**src/rtl/gpio_edge_subunit7_pkg.sv**
```systemverilog
// Shared constants for the GPIO edge subunit: register map, reset values,
// interrupt type / polarity encodings and the per-pin event rule.
package gpio_pkg7;

    localparam logic [7:0] A_DIR    = 8'h04;
    localparam logic [7:0] A_OE     = 8'h08;
    localparam logic [7:0] A_OUT    = 8'h0C;
    localparam logic [7:0] A_IN     = 8'h10;
    localparam logic [7:0] A_MASK   = 8'h14;
    localparam logic [7:0] A_TYPE   = 8'h18;
    localparam logic [7:0] A_POL    = 8'h1C;
    localparam logic [7:0] A_STATUS = 8'h20;
    localparam logic [7:0] A_BOTH   = 8'h24;
    localparam logic [7:0] A_DBP    = 8'h28;

    localparam logic REG_RST_BIT  = 1'b0;
    localparam logic OE_N_RST_BIT = 1'b1;

    localparam logic TYPE_EDGE  = 1'b0;
    localparam logic TYPE_LEVEL = 1'b1;
    localparam logic POL_LOW    = 1'b0;
    localparam logic POL_HIGH   = 1'b1;
    localparam logic DIR_OUT    = 1'b0;
    localparam logic DIR_IN     = 1'b1;

    // One pin's event from current / previous filtered input.
    function automatic logic pin_event(input logic cur, input logic prev,
                                       input logic typ, input logic pol,
                                       input logic both);
        if (typ == TYPE_LEVEL) return cur == pol;
        if (both)              return cur ^ prev;
        return (cur ^ prev) & (cur == pol);
    endfunction

endpackage

```
**src/rtl/gpio_edge_subunit7_debounce.sv**
```systemverilog
// Input conditioning: two-flop synchroniser, prescaler and per-pin two-tick
// agreement filter. A zero period bypasses the filter.
module gpio_debounce7
    import gpio_pkg7::*;
#(
    parameter int GPIO_WIDTH = 16,
    parameter int DB_WIDTH   = 8
) (
    input  logic                  pclk7,
    input  logic                  n_reset7,
    input  logic [GPIO_WIDTH-1:0] i_pin,
    input  logic [DB_WIDTH-1:0]   i_dbp,
    input  logic                  i_dbp_wr,
    output logic [GPIO_WIDTH-1:0] o_filt
);

    logic [GPIO_WIDTH-1:0] r_sync1, r_sync2, r_last, r_filt;
    logic [DB_WIDTH-1:0]   r_cnt;
    logic                  w_bypass, w_tick;

    assign w_bypass = (i_dbp == '0);
    assign w_tick   = !w_bypass && (r_cnt == i_dbp);
    assign o_filt   = w_bypass ? r_sync2 : r_filt;

    always_ff @(posedge pclk7 or negedge n_reset7) begin
        if (!n_reset7) begin
            r_sync1 <= '0;
            r_sync2 <= '0;
        end else begin
            r_sync1 <= i_pin;
            r_sync2 <= r_sync1;
        end
    end

    always_ff @(posedge pclk7 or negedge n_reset7) begin
        if (!n_reset7)                           r_cnt <= '0;
        else if (i_dbp_wr || w_tick || w_bypass) r_cnt <= '0;
        else                                     r_cnt <= r_cnt + 1'b1;
    end

    // In bypass the filter tracks the synchroniser so enabling it starts clean.
    always_ff @(posedge pclk7 or negedge n_reset7) begin
        if (!n_reset7) begin
            r_last <= '0;
            r_filt <= '0;
        end else begin
            for (int i = 0; i < GPIO_WIDTH; i++) begin
                if (w_bypass) begin
                    r_last[i] <= r_sync2[i];
                    r_filt[i] <= r_sync2[i];
                end else if (w_tick) begin
                    r_last[i] <= r_sync2[i];
                    if (r_sync2[i] == r_last[i]) r_filt[i] <= r_sync2[i];
                end
            end
        end
    end

endmodule

```
**src/rtl/gpio_edge_subunit7.sv**
```systemverilog
// GPIO pin bank: register file, edge/level event detection, W1C status,
// masked interrupts, registered read mux and pad control.
module gpio_edge_subunit7
    import gpio_pkg7::*;
#(
    parameter int GPIO_WIDTH = 16,
    parameter int ADDR_WIDTH = 6,
    parameter int DB_WIDTH   = 8
) (
    input  logic                  pclk7,
    input  logic                  n_reset7,
    input  logic                  read,
    input  logic                  write,
    input  logic [ADDR_WIDTH-1:0] addr,
    input  logic [GPIO_WIDTH-1:0] wdata7,
    input  logic [GPIO_WIDTH-1:0] pin_in7,
    input  logic [GPIO_WIDTH-1:0] tri_state_enable7,
    output logic [GPIO_WIDTH-1:0] rdata7,
    output logic [GPIO_WIDTH-1:0] pin_out7,
    output logic [GPIO_WIDTH-1:0] pin_oe_n7,
    output logic [GPIO_WIDTH-1:0] interrupt7,
    output logic                  irq_any7
);

    localparam logic [ADDR_WIDTH-1:0] L_DIR    = ADDR_WIDTH'(A_DIR);
    localparam logic [ADDR_WIDTH-1:0] L_OE     = ADDR_WIDTH'(A_OE);
    localparam logic [ADDR_WIDTH-1:0] L_OUT    = ADDR_WIDTH'(A_OUT);
    localparam logic [ADDR_WIDTH-1:0] L_IN     = ADDR_WIDTH'(A_IN);
    localparam logic [ADDR_WIDTH-1:0] L_MASK   = ADDR_WIDTH'(A_MASK);
    localparam logic [ADDR_WIDTH-1:0] L_TYPE   = ADDR_WIDTH'(A_TYPE);
    localparam logic [ADDR_WIDTH-1:0] L_POL    = ADDR_WIDTH'(A_POL);
    localparam logic [ADDR_WIDTH-1:0] L_STATUS = ADDR_WIDTH'(A_STATUS);
    localparam logic [ADDR_WIDTH-1:0] L_BOTH   = ADDR_WIDTH'(A_BOTH);
    localparam logic [ADDR_WIDTH-1:0] L_DBP    = ADDR_WIDTH'(A_DBP);
    localparam int DBN = (DB_WIDTH < GPIO_WIDTH) ? DB_WIDTH : GPIO_WIDTH;

    logic [GPIO_WIDTH-1:0] r_dir, r_oe, r_out, r_mask, r_type, r_pol, r_both;
    logic [GPIO_WIDTH-1:0] r_in, r_in_prev, r_status, r_rdata;
    logic [DB_WIDTH-1:0]   r_dbp;
    logic [GPIO_WIDTH-1:0] w_filt, w_event, w_clr, w_rmux, w_rdbp;
    logic [DB_WIDTH-1:0]   w_wdbp;
    logic                  w_dbp_wr;

    assign w_dbp_wr = write && (addr == L_DBP);

    gpio_debounce7 #(.GPIO_WIDTH(GPIO_WIDTH), .DB_WIDTH(DB_WIDTH)) u_db (
        .pclk7    (pclk7),
        .n_reset7 (n_reset7),
        .i_pin    (pin_in7),
        .i_dbp    (r_dbp),
        .i_dbp_wr (w_dbp_wr),
        .o_filt   (w_filt)
    );

    always_comb begin
        w_wdbp = '0;
        w_wdbp[DBN-1:0] = wdata7[DBN-1:0];
        w_rdbp = '0;
        w_rdbp[DBN-1:0] = r_dbp[DBN-1:0];
    end

    always_ff @(posedge pclk7 or negedge n_reset7) begin
        if (!n_reset7) begin
            r_dir  <= '0;
            r_oe   <= '0;
            r_out  <= '0;
            r_mask <= '0;
            r_type <= '0;
            r_pol  <= '0;
            r_both <= '0;
            r_dbp  <= '0;
        end else if (write) begin
            case (addr)
                L_DIR:   r_dir  <= wdata7;
                L_OE:    r_oe   <= wdata7;
                L_OUT:   r_out  <= wdata7;
                L_MASK:  r_mask <= wdata7;
                L_TYPE:  r_type <= wdata7;
                L_POL:   r_pol  <= wdata7;
                L_BOTH:  r_both <= wdata7;
                L_DBP:   r_dbp  <= w_wdbp;
                default: ;
            endcase
        end
    end

    always_ff @(posedge pclk7 or negedge n_reset7) begin
        if (!n_reset7) begin
            r_in      <= '0;
            r_in_prev <= '0;
        end else begin
            r_in      <= w_filt;
            r_in_prev <= r_in;
        end
    end

    always_comb begin
        w_event = '0;
        for (int i = 0; i < GPIO_WIDTH; i++)
            w_event[i] = pin_event(r_in[i], r_in_prev[i], r_type[i], r_pol[i], r_both[i]);
    end

    // Set is OR-ed after the clear so a coincident event wins.
    assign w_clr = (write && addr == L_STATUS) ? wdata7 : '0;

    always_ff @(posedge pclk7 or negedge n_reset7) begin
        if (!n_reset7) r_status <= '0;
        else           r_status <= (r_status & ~w_clr) | (w_event & r_dir);
    end

    always_comb begin
        case (addr)
            L_DIR:    w_rmux = r_dir;
            L_OE:     w_rmux = r_oe;
            L_OUT:    w_rmux = r_out;
            L_IN:     w_rmux = r_in;
            L_MASK:   w_rmux = r_mask;
            L_TYPE:   w_rmux = r_type;
            L_POL:    w_rmux = r_pol;
            L_STATUS: w_rmux = r_status;
            L_BOTH:   w_rmux = r_both;
            L_DBP:    w_rmux = w_rdbp;
            default:  w_rmux = '0;
        endcase
    end

    always_ff @(posedge pclk7 or negedge n_reset7) begin
        if (!n_reset7) r_rdata <= '0;
        else           r_rdata <= read ? w_rmux : '0;
    end

    assign rdata7     = r_rdata;
    assign pin_out7   = r_out;
    assign pin_oe_n7  = ~(r_oe & ~r_dir) | tri_state_enable7;
    assign interrupt7 = r_status & r_mask;
    assign irq_any7   = |interrupt7;

endmodule

```
**config.mk**
```make
export PLATFORM = sky130hd
export DESIGN_NAME = gpio_edge_subunit7
export DESIGN_NICKNAME = d
export VERILOG_FILES = /design/src/rtl/gpio_edge_subunit7_pkg.sv /design/src/rtl/gpio_edge_subunit7_debounce.sv /design/src/rtl/gpio_edge_subunit7.sv
export SDC_FILE = /design/constraint.sdc
export NUM_CORES = 1
export LEC_CHECK = 0
export CAP_MARGIN = 20
export CORE_UTILIZATION = 51
export CTS_BUF_LIST = sky130_fd_sc_hd__clkbuf_4 sky130_fd_sc_hd__clkbuf_8 sky130_fd_sc_hd__clkbuf_16
export DETAILED_ROUTE_END_ITERATION = 6
export PLACE_DENSITY = 0.76
export SLEW_MARGIN = 30
export SYNTH_ARGS = -nofsm -noshare
export SYNTH_HDL_FRONTEND = slang
export SYNTH_SLANG_ARGS = --single-unit
```
**constraint.sdc**
```tcl
create_clock -name pclk7 -period 1.9 [get_ports pclk7]
set_input_delay 0.38 -clock pclk7 [delete_from_list [all_inputs] [get_ports pclk7]]
set_output_delay 0.38 -clock pclk7 [all_outputs]
set_load 0.01 [all_outputs]
```
======== After elaboration in Yosys (flattened, before gate mapping) ========
Cells that the tools add are included.
operators by class
  add/subtract/negate cells ............... 1
  equality and inequality tests ........... 43
  mux-type cells .......................... 197
  bitwise gates (word level) .............. 41
  reductions and logical operators ........ 49
operator list
  operator                                              number
  two-way mux 1 bit                                     192
  case mux 16 bit (10 select lines)                     1
  AND 16 bit                                            4
  two-way mux 16 bit                                    3
  NOT 16 bit                                            3
  AND reduction 2 bit                                   24
  nonzero test 2 bit                                    17
  equality test 1 bit                                   32
  OR 16 bit                                             2
  equality test 6 x 5 -> 1 bit (second input constant)  4
  equality test 6 bit (second input constant)           3
  AND 1 bit                                             16
  OR reduction 16 bit                                   1
  XOR 1 bit                                             16
  equality test 6 x 4 -> 1 bit (second input constant)  2
  adder 8 x 1 -> 8 bit (second input constant)          1
  equality test 8 bit                                   1
  logical NOT 8 bit                                     1
  two-way mux 8 bit                                     1
  equality test 6 x 3 -> 1 bit (second input constant)  1
  logical AND 1 bit                                     3
  logical OR 1 bit                                      2
  logical NOT 1 bit                                     1
storage, ports and cells
  bits in registers ....................... 256
  input bits .............................. 58

======== Depth between registers and ports, before layout ========
  word-level depth ........................ 7
  depth in mapped cells ................... 7
  mapped depth without buffers ............ 4

======== Modules after synthesis ========
A second synthesis with hierarchy kept.
unflattened totals
  cell total of the unflattened synthesis .. 955
  area total of the unflattened synthesis .. 11,862.6 um2
by module, submodules not included
  module              times used  cells an instance  area an instance (um2)  sequential area each (um2)
  gpio_edge_subunit7  1           687                8,744.6                 4,604.4
  gpio_debounce7      1           268                3,118.0                 1,801.7

======== Least setup slack after synthesis ========
No wires, ideal clock.
  kind .................................... register -> register
  from .................................... register r_dbp[0]
  to ...................................... register u_db.r_last[15]
  library setup time ...................... 0.125 ns
  data arrival time ....................... 1.918 ns
  path slack .............................. -0.143 ns
  stages on the path, launching flop included .. 7
  buffers on the path ..................... 2
  clock period less this slack ............ 2.043 ns
  cells stage by stage .................... dfrtp_1 > or4_1 > clkbuf_2 > nor2_2 > a21o_1 > buf_2 > mux2_2
between the ends
  cells in the longest elaborated chain, start to end .. 4
  elaborated cells on any way between the ends .. 6
ends and longest elaborated chain
  what                            line                               source
  start: declaration              gpio_edge_subunit7.sv:39           logic [DB_WIDTH-1:0] r_dbp;
  start signal: assignment        gpio_edge_subunit7.sv:81           L_DBP: r_dbp <= w_wdbp;
  logical NOT 8 bit               gpio_edge_subunit7_debounce.sv:21  assign w_bypass = (i_dbp == '0);
  logical NOT 1 bit               gpio_edge_subunit7_debounce.sv:22  assign w_tick = !w_bypass && (r_cnt == i_dbp);
  logical AND 1 bit               gpio_edge_subunit7_debounce.sv:22
  nonzero test 2 bit (no line)    -
  end signal: indexed assignment  gpio_edge_subunit7_debounce.sv:49  r_last[i] <= r_sync2[i];
  end signal: indexed assignment  gpio_edge_subunit7_debounce.sv:52  r_last[i] <= r_sync2[i];
  end: declaration                gpio_edge_subunit7_debounce.sv:17  logic [GPIO_WIDTH-1:0] r_sync1, r_sync2, r_last, r_filt;
Several ways; a longest one is shown, not always the timed one.
A chain may end at the register's enable or synchronous reset.

======== Worst setup path in the final report ========
  from .................................... register r_mask[5]
  to ...................................... output irq_any7
between the ends
  cells in the longest elaborated chain, start to end .. 2
ends and longest elaborated chain
  what                      line                       source
  start: declaration        gpio_edge_subunit7.sv:37   logic [GPIO_WIDTH-1:0] r_dir, r_oe, r_out, r_mask, r_type, r_pol, r_both;
  start signal: assignment  gpio_edge_subunit7.sv:77   L_MASK: r_mask <= wdata7;
  AND 16 bit                gpio_edge_subunit7.sv:135  assign interrupt7 = r_status & r_mask;
  OR reduction 16 bit       gpio_edge_subunit7.sv:136  assign irq_any7 = |interrupt7;
  end: declaration          gpio_edge_subunit7.sv:22   output logic irq_any7
Every way passes these cells.

==> impl_metrics.py <==
metrics = {
    "run_status": {
        "run_status": "finished, violations left",
        "violations": "negative setup slack",
    },
    "hold_path": {
        "min_to": "u_db.r_sync1[6]$_DFF_PN0_",
        "hp-class": "primary input to register",
        "hold_depth": 1,
        "min-delay-start": "pin_in7[6]",
    },
    "finish": {
        "layout-drive-gt1-share_pct": 37.10,
        "fin_util_pct": 71.43,
        "final_cell_mix": "dfrtp_1, buf_4, mux2_2",
        "antennaDiodeCount": 0,
        "nets": 1295,
        "final_cell_area_sq_um": 15780,
        "final_common_cell": "dfrtp_1",
        "area_growth_pct": 35.65,
    },
    "power_and_ir_drop": {
        "p_leak_nw": 7.356,
        "p_seq_share_pct": 41.1,
        "combPwrFrac_pct": 30.3,
        "finalPower_mw": 18.62,
        "power_switching_mw": 5.758,
        "clkPwrFrac_pct": 28.6,
        "power.density_nw_per_um2": 1180,
        "ir_worst_vdd_mv": 1.146,
        "netSwitchingFraction_pct": 30.92,
        "p_int_mw": 12.86,
    },
    "critical_path": {
        "r2r-start": "r_dbp[5]$_DFFE_PN0P_",
        "end_kind": "output pin",
        "crit_chain": "and2_4 > or4_4 > nor4_4 > buf_4 > nand4_1 > buf_2",
        "timing_worst_setup_path_type": "register to output pin",
        "reg2regPathDepth": 5,
        "cp.arrival_ps": 2130,
        "r2r_end": "u_db.r_last[15]$_DFFE_PN0P_",
        "critPathMaxStageDelay_ps": 550,
        "cp-start-kind": "register",
        "cp_max_fo": 2,
        "cp-startpoint": "r_mask[5]$_DFFE_PN0P_",
        "cp.required_ps": 1520,
        "cpMaxStageDelayCell": "or4_4",
        "r2r_slack_ps": 20,
    },
    "place": {
        "place.gp.congestion": 0.9257,
        "place_hpwl_mm": 23.18,
        "io_buffers": 122,
        "post_dp_cell_area_sq_um": 14460,
        "dp_slack_ps": -528.6,
    },
    "cts": {
        "cts.sinks": 256,
        "clkTransAtPathRegs_ps": 60,
        "h-tree-depth": 1,
        "cts_buffers": 27,
        "cts_tree": "done",
        "cts_root_buffer": "clkbuf_16",
        "cts_buffer_depth": 3,
        "insertion_delay_ps": 540,
    },
    "synth": {
        "ys_warn_count": 0,
        "avgSynthCellArea_sq_um": 12.32,
        "synth.yosys.seq_area_share_pct": 55.07,
        "syn_inst": 944,
        "synth_flop_cell": "dfrtp_1",
        "synth_seq_cells": 256,
        "ys_types": 61,
        "synth_enable_flop_cells": 0,
        "synthArstFlopShare_pct": 100.0,
        "syn_nets": 1003,
        "syn_area_sq_um": 11630,
    },
    "floorplanning": {
        "die_x_um": 153.0,
        "boundaryPins": 123,
        "rows": 54,
        "die_y_um": 153.0,
        "core_sq_um": 22090,
        "initial_core_util_pct": 52.66,
        "die-area_sq_um": 23420,
    },
    "global_routing": {
        "grt_max_degree": 53,
        "grtUsageMet1_pct": 38.86,
        "grt_usage_pct": 29.46,
        "gr-total-overflow": 0,
        "met2_usage_pct": 48.16,
        "grt_pass1_vias": 9759,
        "antenna_found_initial": 1,
        "grt_pass1_wl_mm": 53.65,
        "grt.busiest_layer": "met2",
        "met3_usage_pct": 4.820,
    },
    "drt": {
        "wl_per_cell_um": 22.15,
        "drt-initial-drc-count": 617,
        "viasPerCell": 6.191,
        "firstDrtPassIters": 5,
        "vias": 9510,
        "ant_nets": 0,
        "drc": 0,
        "routed_wl_mm": 34.02,
    },
    "sta": {
        "setup_slack_ps": -611.2,
        "drv_slew": 0,
        "rsz0062_at_grt": "true",
        "skew_ps": 10.13,
        "clock.fmax_ghz": 0.3982,
        "worst_pin_slew_ps": 529.3,
        "finalSetupViolCount": 2,
        "slew_headroom_pct": 64.60,
        "finalCritPeriodShare_pct": 132.2,
        "period_needed_ps": 2511,
        "finalHoldViolations": 0,
    },
    "flow_run": {
        "drv_cap": 0,
    },
}
[synth_stat cells (6+ instances only)]
library cell  count  area, sq um
a211oi_1         16        120.1
nor4_1            7        43.79
dfrtp_1         256         6406
o21ai_0          23        115.1
a221oi_1          6        52.55
mux2_2          128         1441
and2_1           20        125.1
buf_2            19        95.09
a22oi_1          22        165.2
nand3_1           9        45.04
o22ai_1          16        100.1
mux2i_1          11        110.1
or3b_2           16        140.1
nor2_1           28        105.1
mux2_4           13        195.2
a221o_1          15        150.1
a21oi_1          54        270.3
o221ai_1         15        131.4
a41oi_1           7        61.31
inv_1            47        176.4
clkbuf_1         17        63.81
and3_1           14        87.58
a21o_1           32        240.2
nand2_1          29        108.9
a31oi_1           6        37.54
xnor2_1           6        52.55
xor2_1           10        87.58
a22o_1           18        157.7
a32o_1           15        150.1
[through the flow]
| stage | cells | hold WS (ps) | setup TNS (ps) |
|---|---|---|---|
| floorplan | 944 | 84.41 | -426.2 |
| global placement | 1463 | 331.6 | -69840 |
| detailed placement | 1463 | 334.7 | -74740 |
| CTS | 1530 | 268.0 | -693.0 |
| global route | 1536 | 270.7 | -1158 |
| finish | 1536 | 280.1 | -620.6 |
[logic make-up (layout without fill, tap and decap cells)]
| family | after synthesis | after routing | share of synthesized area, % |
|---|---|---|---|
| buffers and inverters | 90 | 402 | 3.345 |
| muxes | 153 | 153 | 15.21 |
| AOI/OAI and AO/OA | 262 | 262 | 16.38 |
| DFF | 256 | 256 | 55.07 |
| adders and majority gates | 1 | 1 | 0.1075 |
| xor gates and xnor gates | 16 | 16 | 1.205 |
| and+or+nand+nor | 166 | 166 | 8.690 |
[how the worst max path moves through the flow]
stage | endpoint
after floorplan | u_db.r_last[10]$_DFFE_PN0P_
after global placement | r_dbp[3]$_DFFE_PN0P_
after detailed placement | r_dbp[7]$_DFFE_PN0P_
after CTS | irq_any7
after global routing | irq_any7
final | irq_any7
[sequential cells by signal, summed over array words and instances, names as in the netlist]
name	count
r_status	16
r_both	16
r_in	16
r_oe	16
u_db.r_sync2	16
r_dbp	8
u_db.r_filt	16
u_db.r_sync1	16
u_db.r_last	16
r_dir	16
r_pol	16
rdata7	16
r_in_prev	16
u_db.r_cnt	8
r_type	16
r_mask	16
pin_out7	16
[per-layer routing]
metal  vias to the layer above  part of all wire, %
li1                       4129                    -
met1                      4773                   40
met2                       504                   48
met3                       104                  7.8
met4                         0                  4.3
met5                         -                    0
[final cells by class]
class,instances,area [sq um]
Fill cell,1536,6312
Clock buffer,38,795.8
Clock inverter,11,115.1
Inverter,47,176.4
Sequential cell,256,6406
Timing Repair Buffer,306,2859
Multi-Input combinational cell,598,5079
Tap cell,280,350.3
[worst max-delay path: cells and delay by family (launching register included)]
kind | cells | cell delay (ps)
and+or+nand+nor | 4 | 920
DFF | 1 | 380
buffers and inverters | 2 | 290
[what timing repair did]
action,in CTS,in global routing
endpoints found under the setup margin,50,89
hold buffers,1,0
buffers inserted,17,5
pin swaps,2,4
endpoints found under the hold margin,44,0
cloned,0,1
resized for setup,131,51
[power by group through the flow]
stage / Combinational (mW) / Clock, mW / Sequential (mW)
after floorplan: 3.10 / 0 / 7.42
after global placement: 4.93 / 0 / 7.62
after detailed placement: 5.08 / 0 / 7.68
after CTS: 5.29 / 5.38 / 7.59
after global routing: 6.04 / 5.63 / 7.79
final: 5.64 / 5.32 / 7.66
Power figures use the tool's default switching activity.
